<file path="src/rtl/chunked_borrow_subtractor.sv">
// Multi-cycle unsigned subtractor a - b - bin, CHUNK_WIDTH bits per enabled cycle, LSB chunk first; o_valid rises NCHUNK+1 enabled edges after acceptance
// and the result is held in DONE until i_ready. Optional signed-overflow flag o_ovf is enabled by defining SUB_SIGNED_OVF_EN.
module chunked_borrow_subtractor #(
   parameter int DATA_WIDTH  = 16,
   parameter int CHUNK_WIDTH = 4
) (
   input  logic                  i_clk,
   input  logic                  i_rst_n,
   input  logic                  i_en,
   input  logic                  i_valid,
   output logic                  o_ready,
   input  logic [DATA_WIDTH-1:0] iv_a,
   input  logic [DATA_WIDTH-1:0] iv_b,
   input  logic                  i_bin,
   output logic                  o_valid,
   input  logic                  i_ready,
   output logic [DATA_WIDTH-1:0] ov_diff,
   output logic                  o_bout
`ifdef SUB_SIGNED_OVF_EN
   ,
   output logic                  o_ovf
`endif
);

   localparam int NCHUNK = DATA_WIDTH / CHUNK_WIDTH;
   localparam int CNT_W  = $clog2(NCHUNK);
   localparam logic [CNT_W-1:0] LAST = CNT_W'(NCHUNK - 1);

   typedef enum logic [1:0] {IDLE, BUSY, DONE} state_t;

   state_t                  state, state_nxt;
   logic [CNT_W-1:0]        cnt;
   logic                    borrow;
   logic [DATA_WIDTH-1:0]   a_q, b_q, diff_q;
   logic                    bout_q;
   logic [CHUNK_WIDTH-1:0]  a_k, b_k;
   logic [CHUNK_WIDTH:0]    diff_k;

   always_ff @(posedge i_clk or negedge i_rst_n) begin
      if (!i_rst_n)  state <= IDLE;
      else if (i_en) state <= state_nxt;
   end

   always_comb begin
      state_nxt = state;
      case (state)
         IDLE:    if (i_valid)     state_nxt = BUSY;
         BUSY:    if (cnt == LAST) state_nxt = DONE;
         DONE:    if (i_ready)     state_nxt = IDLE;
         default:                  state_nxt = IDLE;
      endcase
   end

   // The extra top bit of diff_k is the borrow out of this chunk.
   assign a_k    = a_q[cnt*CHUNK_WIDTH +: CHUNK_WIDTH];
   assign b_k    = b_q[cnt*CHUNK_WIDTH +: CHUNK_WIDTH];
   assign diff_k = {1'b0, a_k} - {1'b0, b_k} - {{CHUNK_WIDTH{1'b0}}, borrow};

`ifdef SUB_SIGNED_OVF_EN
   logic ovf_q;
`endif

   always_ff @(posedge i_clk or negedge i_rst_n) begin
      if (!i_rst_n) begin
         cnt    <= '0;
         borrow <= 1'b0;
         a_q    <= '0;
         b_q    <= '0;
         diff_q <= '0;
         bout_q <= 1'b0;
`ifdef SUB_SIGNED_OVF_EN
         ovf_q  <= 1'b0;
`endif
      end else if (i_en) begin
         case (state)
            IDLE: begin
               if (i_valid) begin
                  a_q    <= iv_a;
                  b_q    <= iv_b;
                  borrow <= i_bin;
                  cnt    <= '0;
               end
            end
            BUSY: begin
               diff_q[cnt*CHUNK_WIDTH +: CHUNK_WIDTH] <= diff_k[CHUNK_WIDTH-1:0];
               borrow <= diff_k[CHUNK_WIDTH];
               if (cnt == LAST) begin
                  cnt    <= '0;
                  bout_q <= diff_k[CHUNK_WIDTH];
`ifdef SUB_SIGNED_OVF_EN
                  // Final chunk MSB is the result sign bit.
                  ovf_q  <= (a_q[DATA_WIDTH-1] != b_q[DATA_WIDTH-1]) &&
                            (diff_k[CHUNK_WIDTH-1] != a_q[DATA_WIDTH-1]);
`endif
               end else begin
                  cnt <= cnt + 1'b1;
               end
            end
            default: ;
         endcase
      end
   end

   assign o_ready = (state == IDLE);
   assign o_valid = (state == DONE);
   assign ov_diff = diff_q;
   assign o_bout  = bout_q;
`ifdef SUB_SIGNED_OVF_EN
   assign o_ovf   = ovf_q;
`endif

endmodule

</file>
<file path="config.mk">
export PLATFORM = sky130hd
export DESIGN_NAME = chunked_borrow_subtractor
export DESIGN_NICKNAME = d
export VERILOG_FILES = /design/src/rtl/chunked_borrow_subtractor.sv
export SDC_FILE = /design/constraint.sdc
export NUM_CORES = 1
export LEC_CHECK = 0
export BUFFER_PORTS_ARGS = -buffer_cell sky130_fd_sc_hd__buf_4
export CAP_MARGIN = 40
export CORE_MARGIN = 3
export CORE_UTILIZATION = 52
export CTS_CLUSTER_SIZE = 40
export DETAILED_ROUTE_END_ITERATION = 8
export GPL_ROUTABILITY_DRIVEN = 0
export PLACE_DENSITY = 0.8
export SLEW_MARGIN = 0
export SYNTH_ARGS = -nofsm -noshare
export SYNTH_HDL_FRONTEND = slang
export SYNTH_SLANG_ARGS = --single-unit
</file>
<file path="constraint.sdc">
create_clock -name i_clk -period 5.4 [get_ports i_clk]
set_input_delay 1.08 -clock i_clk [delete_from_list [all_inputs] [get_ports i_clk]]
set_output_delay 1.08 -clock i_clk [all_outputs]
set_load 0.005 [all_outputs]
</file>
==> Implementation_results.wiki <==
{| class="wikitable"
! Metric !! Value
|-
| Worst relative slew slack || 55.39%
|-
| Critical Path Slowest Stage Cell || sky130_fd_sc_hd__dfrtp_1
|-
| Post-synth top area share || 53.12%
|-
| Starting utilization of the core area || 56.10%
|-
| Antenna Violating Nets Remaining || 0
|-
| CP cell instances || mux4_2 -> fa_1 -> fa_1 -> nand2_1 -> a21oi_1 -> xnor2_1 -> a31oi_1
|-
| Setup TNS || 0 ns
|-
| Data required time at the worst endpoint || 5.58 ns
|-
| Biggest area consumer among synthesized cells || sky130_fd_sc_hd__dfrtp_1
|-
| Overflow after GRT || 0
|-
| Cts-stage hold buffer count || 0
|-
| Kind of start point of the critical path || register
|-
| Unrepaired setup endpoints after global routing || no
|-
| Switching Fraction || 38.21%
|-
| Net switching power || 0.7615 mW
|-
| CTS-repair resized insts || 0
|-
| Routed vias || 1664
|-
| Number of global-route vias before repair || 1712
|-
| Filler cells || 366
|-
| Port Buf Inserts || 56
|-
| Full die area || 5767 um2
|-
| Number of flops mapped to enable cells by yosys || 0
|-
| Number of maximum-capacitance violations || 0
|-
| Area occupied by registers || 1351 um2
|-
| Area of the mapped netlist || 2544 um2
|-
| Leading register cell type out of synthesis || sky130_fd_sc_hd__dfrtp_1
|-
| Peak supply drop || 345.0 uV
|-
| Worst r2r src || cnt[0]$_DFFE_PN0P_
|-
| Initial antenna violation count || 0
|-
| Share of the cycle needed by the critical path after routing || 53.02%
|-
| Post-CTS setup repair buffer count || 0
|-
| Combined area of the multi-input logic cells || 1101 um2
|-
| Final count of negative-setup-slack endpoints || 0
|-
| Antenna cells || 0
|-
| Max frequency || 0.3493 GHz
|-
| Path category of the worst min-delay check || reg2reg
|-
| Clock Sinks || 54
|-
| Vertical die dimension || 75.94 um
|-
| Hold-critical path depth || 2
|-
| Reg2Reg Setup Slack || 2.54 ns
|-
| Post-synthesis async set-or-reset flop share || 100.0%
|-
| Leading cell types by total area after synthesis || sky130_fd_sc_hd__dfrtp_1, sky130_fd_sc_hd__mux2_2, sky130_fd_sc_hd__mux4_2, sky130_fd_sc_hd__ha_1, sky130_fd_sc_hd__o31ai_1
|-
| Type of the worst setup path || reg2reg
|-
| Pre-antenna DRT Iters || 4
|-
| I/O pin total || 57
|-
| Delay of the slowest cell on the worst path || 0.78 ns
|-
| Pin count of the biggest net entering global routing || 55
|-
| Routed length per placed instance || 14.37 um
|-
| Share of power burned in the clock network || 13.6%
|-
| Cells after synthesis || 193
|-
| Power density over the cells || 637.9 nW/um2
|-
| P_leak || 1.457 nW
|-
| Post-DP HPWL || 3431 um
|-
| CTS Buffer Depth || 2
|-
| Worst slack at placement || 2.506 ns
|-
| Leading post-synthesis cells by instance count || sky130_fd_sc_hd__dfrtp_1, sky130_fd_sc_hd__mux2_2, sky130_fd_sc_hd__nand2_1
|-
| Min-Delay Startpoint || ov_diff[13]$_DFFE_PN0P_
|-
| Worst-path maximum fanout || 15
|-
| Number of storage elements in the synthesis netlist || 54
|-
| Post-route worst hold slack || 0.4832 ns
|-
| Die Wd || 75.94 um
|-
| Kind of end point of the critical path || register
|-
| Yosys warnings || 0
|-
| DRC || 0
|-
| Area growth syn-to-layout || 22.82%
|-
| CP Buf/Inv Count || 0
|-
| Int Pwr || 1.232 mW
|-
| Worst setup path start || cnt[0]$_DFFE_PN0P_
|-
| Number of nets at the end of the flow || 300
|-
| Slew at the pin closest to its max-slew limit || 0.6691 ns
|-
| Cell class contributing the biggest share of worst-path delay || adder cells
|-
| Worst R2R End || o_bout$_DFFE_PN0P_
|-
| Fin Clk Skew || 0.006467 ns
|-
| Post-synthesis net count || 243
|-
| Worst-skew pair later-pin latency || 0.30 ns
|-
| Sequential-to-total area share from yosys stat || 53.12%
|-
| Register-to-Register Path Depth || 7
|-
| Final routed wirelength across all metal layers || 4542 um
|-
| Layout cell share with drive strength beyond 1 || 42.63%
|-
| Number of CTS-inserted buffers || 5
|-
| Via density || 5.266
|-
| Sequential power share || 36.2%
|-
| Global-route usage over all layers || 16.80%
|-
| Placement row count || 24
|-
| Cell type with the highest occurrence count on the critical path || sky130_fd_sc_hd__fa_1
|-
| Register clock-pin slew on the reported worst setup and hold paths || 0.10 ns
|-
| Run status || complete, no violations
|-
| Post-synthesis cell type count || 26
|-
| Share of total power in combinational logic || 50.2%
|-
| End of the worst hold path || ov_diff[13]$_DFFE_PN0P_
|-
| Wire length of the first global-routing pass || 8024 um
|-
| Worst path setup slack after routing || 2.537 ns
|-
| Violation count after the first detailed-route iteration || 53
|-
| H-tree level count || 2
|-
| Min Tclk post-route || 2.863 ns
|-
| Hold Vio Cnt, Final || 0
|-
| Standard cell core area || 4534 um2
|-
| Arrival time of data at the critical path endpoint || 3.04 ns
|-
| Post-synthesis area per instance || 13.18 um2
|-
| Leading cell type by number of instances after synthesis || sky130_fd_sc_hd__dfrtp_1
|-
| Cell at the root of the clock tree || sky130_fd_sc_hd__clkbuf_8
|-
| Number of gates on the worst path with buffers counted || 7
|-
| CTS tree || done
|-
| Max-slew violation total from the final report || 0
|}
==> flip-flops by register name, summed over array words and instances (netlist names) <==
name     count
a_q         16
b_q         16
ov_diff     16
cnt          2
state        2
borrow       1
o_bout       1
==> power by group through the flow <==
stage,Combinational [mW],Sequential (mW),Clock [mW]
floorplan,0.767,0.676,0
global placement,0.980,0.729,0
detailed placement,1.02,0.736,0
CTS,1.02,0.727,0.277
global route,1.12,0.752,0.298
finish,1.00,0.721,0.271
==> placed cells by master (no fill, tap or decap), drive strengths merged <==
cell      Yosys  routed
inv          13      13
and3b         1       1
a31oi         3       3
nor2b         2       2
nor2          5       5
o31ai        16      16
bufinv        0       1
nand2        21      21
and3          1       1
dfrtp        54      54
xnor2         1       1
mux2         32      32
buf           7      57
xor2          2       2
clkbuf        0       5
or3           3       3
mux4          8       8
nand3         1       1
o22ai         2       2
a22o          3       3
clkinvlp      0       2
a21oi         4       4
fa            2       2
ha           10      10
nand2b        1       1
o21ai         1       1
==> per-stage QoR <==
step	std cells	area, um2	utilization (%)	total power, mW
detailed placement	308	3010	66.39	1.752
finish	316	3124	68.90	1.993
floorplan	193	2544	-	1.444
CTS	316	3124	68.90	2.024
global route	316	3124	68.90	2.174
global placement	308	3010	66.39	1.708
==> worst max path at each step <==
| stage | endpoint | slack, ns |
|---|---|---|
| 6_report | o_bout$_DFFE_PN0P_ | 2.54 |
| 3_5_place_dp | o_bout$_DFFE_PN0P_ | 2.51 |
| 3_3_place_gp | o_bout$_DFFE_PN0P_ | 2.54 |
| 2_1_floorplan | o_bout$_DFFE_PN0P_ | 2.76 |
| 5_1_grt | o_bout$_DFFE_PN0P_ | 2.27 |
| 4_1_cts | o_bout$_DFFE_PN0P_ | 2.49 |
==> cells by family (layout without fill, tap and decap cells) <==
group | count (synthesis) | count (layout) | synth area share [%]
AND/OR/NAND/NOR | 35 | 35 | 6.100
buffers and inverters | 20 | 78 | 3.591
AO/OA/AOI/OAI | 29 | 29 | 8.116
adder cells (fa/ha/maj) | 12 | 12 | 6.493
XOR/XNOR | 3 | 3 | 1.328
flip-flops | 54 | 54 | 53.12
multiplexers | 40 | 40 | 21.25
==> layer usage <==
metal / track usage, % / vias to the layer above / share of wire [%]
met2: 28.46 / 41 / 50
li1: - / 800 / -
met3: 3.436 / 5 / 4.9
met1: 22.51 / 818 / 44
met4: 3.804 / 0 / 0.86
met5: 0 / - / 0
==> worst register-to-register path: cells and delay by family, from the launching register on <==
| family | cells | cell delay (ns) |
|---|---|---|
| xor+xnor | 1 | 0.19 |
| simple gates | 1 | 0.09 |
| mux | 1 | 0.61 |
| flops | 1 | 0.78 |
| fa+ha+maj | 2 | 0.89 |
| compound gates | 2 | 0.18 |
==> layout make-up <==
type                            count  share of cell area [%]
Clock buffer                        5                   2.203
Clock inverter                      3                   1.442
Inverter                           13                   1.562
Multi-Input combinational cell    119                   35.24
Tap cell                           65                   2.603
Sequential cell                    54                   43.25
Timing Repair Buffer               57                   13.70
Note: power is estimated with default switching activity, not from simulation.
